### src/rtl/uart_frame_send.sv
`timescale 1ns/1ps
`default_nettype none
// ============================================================================
//  Module   : uart_frame_send
//  Purpose  : Serialises the 16-bit waveform configuration word back to the
//             host as a 4-byte UART frame:
//                 0xA5, payload[7:0], payload[15:8], checksum
//             where checksum is the 8-bit sum of the three preceding bytes.
//             Each byte is 8N1 (start 0, 8 data bits LSB first, stop 1).
//             Bytes follow each other with no idle gap.
//  Ports    : sys_clk    - system clock
//             sys_rst_n  - asynchronous active-low reset
//             send_en    - one-cycle request; only accepted in IDLE
//             payload    - configuration word, latched on acceptance
//             uart_txd   - serial line, idle high
//             tx_busy    - high while a frame is in flight
//             tx_done    - one-cycle pulse when the frame completes
//  Revision : 1.0 - initial release
// ============================================================================
module uart_frame_send #(
    parameter int CLK_FREQ = 50000000,
    parameter int UART_BPS = 115200
) (
    input  logic        sys_clk,
    input  logic        sys_rst_n,
    input  logic        send_en,
    input  logic [15:0] payload,
    output logic        uart_txd,
    output logic        tx_busy,
    output logic        tx_done
);

    localparam int BPS_CNT = CLK_FREQ / UART_BPS;
    localparam int CNT_W   = (BPS_CNT > 1) ? $clog2(BPS_CNT) : 1;

    localparam logic [CNT_W-1:0] C_BAUD_LAST = CNT_W'(BPS_CNT - 1);
    localparam logic [7:0]       C_HEADER    = 8'hA5;

    localparam logic [1:0] S_IDLE  = 2'd0;
    localparam logic [1:0] S_START = 2'd1;
    localparam logic [1:0] S_DATA  = 2'd2;
    localparam logic [1:0] S_STOP  = 2'd3;

    logic [1:0]       state_q,    state_d;
    logic [CNT_W-1:0] baud_cnt_q, baud_cnt_d;
    logic [2:0]       bit_cnt_q,  bit_cnt_d;
    logic [1:0]       byte_idx_q, byte_idx_d;
    logic [15:0]      payload_q,  payload_d;
    logic             txd_q,      txd_d;
    logic             busy_q,     busy_d;
    logic             done_q,     done_d;

    logic             bit_end;
    logic             accept;
    logic [7:0]       checksum;
    logic [7:0]       cur_byte;

    assign bit_end = (baud_cnt_q == C_BAUD_LAST);
    assign accept  = (state_q == S_IDLE) && send_en;

    // ------------------------------------------------------------------
    // State register
    // ------------------------------------------------------------------
    always_ff @(posedge sys_clk or negedge sys_rst_n) begin
        if (!sys_rst_n) begin
            state_q <= S_IDLE;
        end else begin
            state_q <= state_d;
        end
    end

    // ------------------------------------------------------------------
    // Next-state logic
    // ------------------------------------------------------------------
    always_comb begin
        state_d = state_q;
        case (state_q)
            S_IDLE:  if (send_en)                        state_d = S_START;
            S_START: if (bit_end)                        state_d = S_DATA;
            S_DATA:  if (bit_end && (bit_cnt_q == 3'd7)) state_d = S_STOP;
            S_STOP:  if (bit_end)
                         state_d = (byte_idx_q == 2'd3) ? S_IDLE : S_START;
            default:                                     state_d = S_IDLE;
        endcase
    end

    // ------------------------------------------------------------------
    // Counters and payload latch
    // ------------------------------------------------------------------
    always_comb begin
        // Baud counter restarts on every bit boundary and idles at zero, so
        // the START state entered from IDLE lasts exactly BPS_CNT cycles.
        if ((state_q == S_IDLE) || bit_end) begin
            baud_cnt_d = '0;
        end else begin
            baud_cnt_d = baud_cnt_q + 1'b1;
        end

        bit_cnt_d = bit_cnt_q;
        if (state_d == S_IDLE) begin
            bit_cnt_d = 3'd0;
        end else if ((state_q == S_DATA) && bit_end) begin
            bit_cnt_d = bit_cnt_q + 3'd1;      // wraps 7 -> 0 into STOP
        end

        byte_idx_d = byte_idx_q;
        if (state_d == S_IDLE) begin
            byte_idx_d = 2'd0;
        end else if ((state_q == S_STOP) && (state_d == S_START)) begin
            byte_idx_d = byte_idx_q + 2'd1;
        end

        payload_d = accept ? payload : payload_q;
    end

    always_ff @(posedge sys_clk or negedge sys_rst_n) begin
        if (!sys_rst_n) begin
            baud_cnt_q <= '0;
            bit_cnt_q  <= 3'd0;
            byte_idx_q <= 2'd0;
            payload_q  <= 16'd0;
        end else begin
            baud_cnt_q <= baud_cnt_d;
            bit_cnt_q  <= bit_cnt_d;
            byte_idx_q <= byte_idx_d;
            payload_q  <= payload_d;
        end
    end

    // ------------------------------------------------------------------
    // Byte selection; checksum is derived from the latched word so later
    // payload changes cannot disturb a frame in flight.
    // ------------------------------------------------------------------
    assign checksum = C_HEADER + payload_q[7:0] + payload_q[15:8];

    always_comb begin
        case (byte_idx_q)
            2'd0:    cur_byte = C_HEADER;
            2'd1:    cur_byte = payload_q[7:0];
            2'd2:    cur_byte = payload_q[15:8];
            default: cur_byte = checksum;
        endcase
    end

    // ------------------------------------------------------------------
    // Output logic: decoded from the next state so the registered outputs
    // line up with the state they describe.
    // ------------------------------------------------------------------
    always_comb begin
        txd_d  = 1'b1;
        busy_d = (state_d != S_IDLE);
        done_d = (state_q == S_STOP) && (state_d == S_IDLE);
        case (state_d)
            S_START: txd_d = 1'b0;
            S_DATA:  txd_d = cur_byte[bit_cnt_d];
            default: txd_d = 1'b1;
        endcase
    end

    always_ff @(posedge sys_clk or negedge sys_rst_n) begin
        if (!sys_rst_n) begin
            txd_q  <= 1'b1;
            busy_q <= 1'b0;
            done_q <= 1'b0;
        end else begin
            txd_q  <= txd_d;
            busy_q <= busy_d;
            done_q <= done_d;
        end
    end

    assign uart_txd = txd_q;
    assign tx_busy  = busy_q;
    assign tx_done  = done_q;

endmodule
`default_nettype wire

### config.mk
export PLATFORM = sky130hd
export DESIGN_NAME = uart_frame_send
export DESIGN_NICKNAME = d
export VERILOG_FILES = /design/src/rtl/uart_frame_send.sv
export SDC_FILE = /design/constraint.sdc
export NUM_CORES = 1
export LEC_CHECK = 0
export CAP_MARGIN = 20
export CORE_MARGIN = 2
export CORE_UTILIZATION = 51
export DETAILED_ROUTE_END_ITERATION = 8
export PLACE_DENSITY = 0.72
export SLEW_MARGIN = 20
export SYNTH_ARGS = -nofsm -noshare
export SYNTH_HDL_FRONTEND = slang
export SYNTH_SLANG_ARGS = --single-unit
export TNS_END_PERCENT = 5
### constraint.sdc
create_clock -name sys_clk -period 2.8 [get_ports sys_clk]
set_clock_uncertainty 0.15 [all_clocks]
set_input_delay 0.56 -clock sys_clk [delete_from_list [all_inputs] [get_ports sys_clk]]
set_output_delay 0.56 -clock sys_clk [all_outputs]
set_load 0.03 [all_outputs]
==> flow_summary.json, run 1 <==
{
  "viasPerCell": 5.55,
  "synth-compound-area-share_pct": 17.7,
  "maxSlewHeadroom_pct": 57.9,
  "finalHoldViolations": 0,
  "netlist_top_cells_count": "34 x dfrtp_1, 26 x nand2_1, 21 x ha_1, 21 x inv_1, 15 x nor2_1",
  "hold_path_class": "flop to flop",
  "period_needed_ns": 2.67,
  "synth_top_family_by_area": "compound AO/OA/AOI/OAI gates",
  "grt_pass1_vias": 1693,
  "drive_above_1_share_pct": 20.3,
  "cts_root_buf": "clkbuf_8",
  "worst-path-max-fanout": 3,
  "max-cap-violations": 0,
  "min_period_over_period_pct": 95.5,
  "die-area_um2": 4960,
  "nets": 301,
  "cts_tree": "done",
  "synthArstFlopShare_pct": 100,
  "p_per_area_nw_per_um2": 348,
  "crit_path_start_kind": "flop",
  "worst_path_most_repeated_cell": "ha_4",
  "cts-buffers-inserted": 5,
  "h-tree-depth": 2,
  "drtPass1Iterations": 4,
  "worstSkewPairLatency_ns": 0.28,
  "synth_cell_type_count": 54,
  "grt_max_degree": 36,
  "io_buffer_count": 21,
  "rows": 24,
  "synthCells": 231,
  "synth_area_um2": 2250,
  "drc": 0,
  "antenna_found_initial": 0,
  "clk_path_buf_depth": 2,
  "critPathRequiredTime_ns": 2.86,
  "ioPinCount": 22,
  "yosysMostFrequentCell": "dfrtp_1",
  "critPathMaxStageDelay_ns": 0.42,
  "gp_congestion": 0.809,
  "fmax_ghz": 0.374,
  "irDropWorstVdd_mv": 0.243,
  "cp.arrival_ns": 2.74,
  "drtAntennaViolNets": 0,
  "design_area_um2": 2710,
  "synthAdderAreaFrac_pct": 12.6,
  "cts.clk_slew.worst_paths_ns": 0.07,
  "synth_top_cell_by_area": "dfrtp_1",
  "ys.flop_type": "dfrtp_1",
  "setup_viol": 0,
  "synthMuxAreaShare_pct": 6.12,
  "core_um2": 4290,
  "yosys-top-cells-area": "dfrtp_1 38%, ha_1 12%, mux2_2 5.0%",
  "synth_area_per_cell_um2": 9.73,
  "n_antenna_cell": 0,
  "ys.warnings.count": 0,
  "cp_slowest_cell": "dfrtp_1",
  "grt_overflow": 0,
  "area_delta_synth_final_pct": 20.4,
  "path_cells": "ha_4 > ha_4 > inv_2 > fa_2 > nor2b_2 > o31a_1 > o22ai_2 > xnor2_1 > mux2i_1 > a2111o_1 > a32oi_1",
  "dp_hpwl_um": 3320,
  "start_util_pct": 52.4,
  "leakagePower_nw": 1.26,
  "fin_setup_tns_ns": 0,
  "synth_top_area_share_pct": 37.8,
  "synth_edf_count": 0,
  "r2r_start": "payload_q[1]",
  "cts.sinks": 35,
  "num_vias": 1737,
  "critical_path.startpoint": "payload_q[1]",
  "yosys.area_share.simple_pct": 13.7,
  "wire_per_inst_um": 14.8,
  "min_from": "baud_cnt_q[0]",
  "synth-seq-cells": 35,
  "wl_um": 4620,
  "outcome": "completed",
  "synthXorXnorAreaFrac_pct": 4.67,
  "end_kind": "flop",
  "grt.total_usage_pct": 19.7,
  "seq_area_frac_synth_pct": 39.0,
  "worst_pin_slew_ns": 0.628,
  "fp.dieW_um": 70.4,
  "crit_type": "flop to flop",
  "synth.net_count": 272,
  "grt_first_pass_wirelength_um": 7740,
  "report.final.slew_viol_count": 0,
  "dpl-instance-area_um2": 2510,
  "die_y_um": 70.4,
  "drt_iter0_drc": 88
}
[worst max-delay path, delay by kind of cell, from the launching register on]
kind / cells / cell delay [ns]
mux: 1 / 0.09
compound gates: 4 / 0.84
buf+inv: 1 / 0.04
fa+ha+maj: 3 / 0.81
flops: 1 / 0.42
xor+xnor: 1 / 0.14
simple gates: 1 / 0.13
[cells by family after synthesis]
family	after synthesis
buffers and inverters	31
multiplexers	12
XOR/XNOR	12
adder cells (fa/ha/maj)	22
AND/OR/NAND/NOR	62
flip-flops	35
AO/OA/AOI/OAI	57
[power breakdown]
group | total [mW] | internal, mW | switching, mW
Combinational | 0.0352 | 0.0227 | 0.0125
Sequential | 0.505 | 0.505 | 0
Clock | 0.402 | 0.224 | 0.178
[per-layer routing]
metal / global-route usage (%) / routed length, µm / vias to the layer above
met5: 0 / 0 / -
met2: 32.4 / 2240 / 40
li1: - / - / 865
met3: 4.62 / 168 / 10
met4: 6.41 / 85 / 0
met1: 25.6 / 2130 / 822
[what timing repair did]
item                                    CTS  global route
endpoints found under the hold margin     0             0
endpoints found under the setup margin    0             1
buffers inserted                          0             4
hold buffers                              0             0
resized for setup                         0            11
[worst paths after layout]
check | to | slack, ns | cells past startpoint
max | uart_txd | 0.13 | 11
min | baud_cnt_q[0] | 0.35 | 1
max reg2reg | uart_txd | 0.13 | 11
min reg2reg | baud_cnt_q[0] | 0.35 | 1
max in group asynchronous | uart_txd | 1.62 | 2
min in group asynchronous | baud_cnt_q[7] | 0.53 | 2
[placed cells by master, fill, tap and decap left out, types with 2 or more instances in the layout]
cell type / instances
o21ai_1: 5
o21a_1: 2
nor2b_2: 2
a31oi_1: 3
or2_2: 2
nand2_1: 26
nor2_1: 15
inv_1: 19
xor2_1: 5
nand3_1: 4
mux2_2: 10
inv_2: 3
a21oi_1: 7
clkbuf_8: 7
dfrtp_1: 34
clkdlybuf4s50_1: 21
xnor2_1: 7
o21ai_0: 13
a211oi_1: 4
a22oi_1: 4
buf_4: 10
ha_4: 4
and3_2: 2
ha_1: 17
nor3_1: 2
a221oi_1: 4
[flip-flops by register name, summed over array words and instances, names as in the netlist]
| name | cells |
|---|---|
| payload_q | 16 |
| state_q | 2 |
| tx_done | 1 |
| uart_txd | 1 |
| baud_cnt_q | 9 |
| tx_busy | 1 |
| bit_cnt_q | 3 |
| byte_idx_q | 2 |
[stage by stage]
stage | util (%) | power, mW | setup slack [ns] | std cells | hold WS (ns)
4_1_cts | 60.8 | 0.956 | 0.0104 | 309 | 0.360
3_3_place_gp | 58.5 | 0.551 | 0.0401 | 301 | 0.326
5_1_grt | 63.1 | 0.979 | -0.0109 | 313 | 0.375
3_5_place_dp | 58.5 | 0.551 | -0.0247 | 301 | 0.350
2_1_floorplan | - | 0.515 | 0.183 | 231 | 0.114
6_report | 63.1 | 0.943 | 0.125 | 313 | 0.354
[area by class of cell]
class	instances	area, µm²
timing repair buffer	31	285
clock buffer	8	100
fill	374	1590
multi-input combinational	165	1300
inverter	22	82.6
sequential	35	877
tap	52	65.1
No activity file was read; power rests on OpenSTA's default activity.
==> run 2, diff against run 1 <==
CORE_UTILIZATION = 55   (was 51)
DONT_BUFFER_PORTS = 1   (was unset)
PLACE_DENSITY = 0.7   (was 0.72)
==> flow_summary.json, run 2 (synthesis results as in run 1) <==
{
  "n_antenna_cell": 0,
  "hold_path_class": "input port to flop",
  "layout_commonest_cell": "dfrtp_1",
  "rows": 23,
  "critPathRequiredTime_ns": 2.86,
  "wl_um": 4460,
  "start_util_pct": 56.6,
  "antenna_found_initial": 0,
  "grt_overflow": 0,
  "worst-path-max-fanout": 2,
  "report.final.slew_viol_count": 0,
  "seqPwrFrac_pct": 51.0,
  "dpl-instance-area_um2": 2290,
  "power_switching_uw": 194,
  "ioPinCount": 22,
  "min_path_cells": 2,
  "path_buf_inv": 2,
  "max-cap-violations": 0,
  "num_vias": 1681,
  "r2r_start": "payload_q[2]",
  "fin_cells": 289,
  "worstSkewPairLatency_ns": 0.29,
  "p_clk_share_pct": 47.6,
  "setup_viol": 0,
  "nets": 279,
  "grt_first_pass_wirelength_um": 7290,
  "p_int_uw": 797,
  "finalHoldViolations": 0,
  "drive_above_1_share_pct": 20.9,
  "cts.clk_slew.worst_paths_ns": 0.07,
  "die_y_um": 67.9,
  "die-area_um2": 4620,
  "worstHoldEndpoint": "payload_q[2]",
  "maxSlewHeadroom_pct": 59.0,
  "reg2regPathDepth": 11,
  "viasPerCell": 5.82,
  "rsz0062_at_grt": "true",
  "core_um2": 3970,
  "grt_max_degree": 36,
  "rrSetupSlack_ns": 0.09,
  "fmax_ghz": 0.369,
  "io_buffer_count": 0,
  "grt_pass1_vias": 1541,
  "fin_util_pct": 62.8,
  "cp.arrival_ns": 2.77,
  "min_from": "payload[2]",
  "p_per_area_nw_per_um2": 397,
  "final-seq-area_um2": 877,
  "drtPass1Iterations": 4,
  "grt.total_usage_pct": 21.8,
  "cts_tree": "done",
  "critPathMaxStageDelay_ns": 0.36,
  "cts_root_buf": "clkbuf_8",
  "clk_path_buf_depth": 2,
  "power_uw": 991,
  "drc": 0,
  "cts.sinks": 35,
  "fp.dieW_um": 67.9,
  "largest_reg_flops": 16,
  "gp_congestion": 0.854,
  "nFillCells": 312,
  "multi_input_area_um2": 1270,
  "drt_iter0_drc": 96,
  "outcome": "completed",
  "swShare_pct": 19.5,
  "reg2reg_to": "uart_txd",
  "h-tree-depth": 2,
  "layout_common_cells": "34 x dfrtp_1, 26 x nand2_1, 19 x inv_1, 19 x ha_1, 15 x nor2_1",
  "cp_slowest_cell": "a2111o_1",
  "top_regs": "payload_q x16, baud_cnt_q x9, bit_cnt_q x3",
  "dp_hpwl_um": 3170,
  "path_cells": "inv_1 > ha_1 > inv_1 > ha_1 > a211oi_2 > o21bai_1 > a21oi_1 > xnor2_1 > mux2i_1 > a2111o_1 > a32oi_1",
  "dp_cells": 277,
  "design_area_um2": 2490,
  "crit_path_start_kind": "flop",
  "wire_per_inst_um": 15.4,
  "cts-buffers-inserted": 5,
  "period_needed_ns": 2.71,
  "cpLargestDelayFamily": "compound AO/OA/AOI/OAI gates",
  "regMostFlops": "payload_q",
  "worst_pin_slew_ns": 0.611,
  "comb_power_share_pct": 1.4,
  "crit_type": "flop to flop",
  "irDropWorstVdd_mv": 0.344,
  "end_kind": "flop",
  "leakagePower_nw": 1.19,
  "min_period_over_period_pct": 96.8,
  "drtAntennaViolNets": 0,
  "area_delta_synth_final_pct": 11.0
}
==> run 2: cell count changes in the layout (fill, tap and decap cells not counted), sizes merged <==
| cell | previous run | this run |
|---|---|---|
| buf | 10 | 8 |
| bufinv | 0 | 1 |
| clkbuf | 8 | 6 |
| clkdlybuf4s50 | 21 | 0 |
| clkinv | 0 | 1 |
| dlygate4sd3 | 0 | 1 |
==> run 2: how the worst max path moves through the flow <==
stage | to | slack (ns) | start | cells past startpoint
after floorplan | uart_txd | 0.18 | payload_q[1] | 11
after global placement | uart_txd | 0.1 | payload_q[1] | 11
after detailed placement | uart_txd | -0.03 | payload_q[9] | 11
after CTS | uart_txd | 0.0008 | payload_q[9] | 11
after global routing | uart_txd | -0.07 | payload_q[2] | 11
final | uart_txd | 0.09 | payload_q[2] | 11
==> run 2: layout make-up <==
| type | count | share of cell area [%] |
|---|---|---|
| sequential | 35 | 35.2 |
| timing repair buffer | 9 | 3.31 |
| clock buffer | 6 | 3.31 |
| clock inverter | 2 | 1.40 |
| inverter | 22 | 3.31 |
| tap | 50 | 2.51 |
| multi-input combinational | 165 | 51.0 |
==> run 2: repair_timing <==
action	4_1_cts	5_1_grt
hold endpoints to repair	35	0
endpoints found under the setup margin	1	1
pin swaps	1	9
setup buffers	0	2
hold buffers	2	0
resized for setup	2	7
==> run 2: metrics by stage <==
step,hold slack [ns],TNS [ns],setup WS (ns)
floorplan,0.114,0,0.183
global placement,0.115,0,0.0970
detailed placement,0.115,-0.0255,-0.0255
CTS,0.237,0,0.000751
global route,0.237,-0.0703,-0.0703
finish,0.241,0,0.0906
==> run 2: routing by layer <==
layer	wire, µm	global-route usage, %	vias to the layer above
li1	-	-	816
met1	1940	28.0	810
met2	2200	34.8	43
met3	229	6.09	12
met4	87	8.25	0
met5	0	0	-
==> run 2: power by group through the flow <==
stage	Sequential [mW]	Combinational [mW]	Clock, mW
CTS	0.505	0.0149	0.483
finish	0.505	0.0137	0.472
detailed placement	0.515	0.000213	0
floorplan	0.515	0.000214	0
global placement	0.515	0.000213	0
global route	0.505	0.0164	0.510
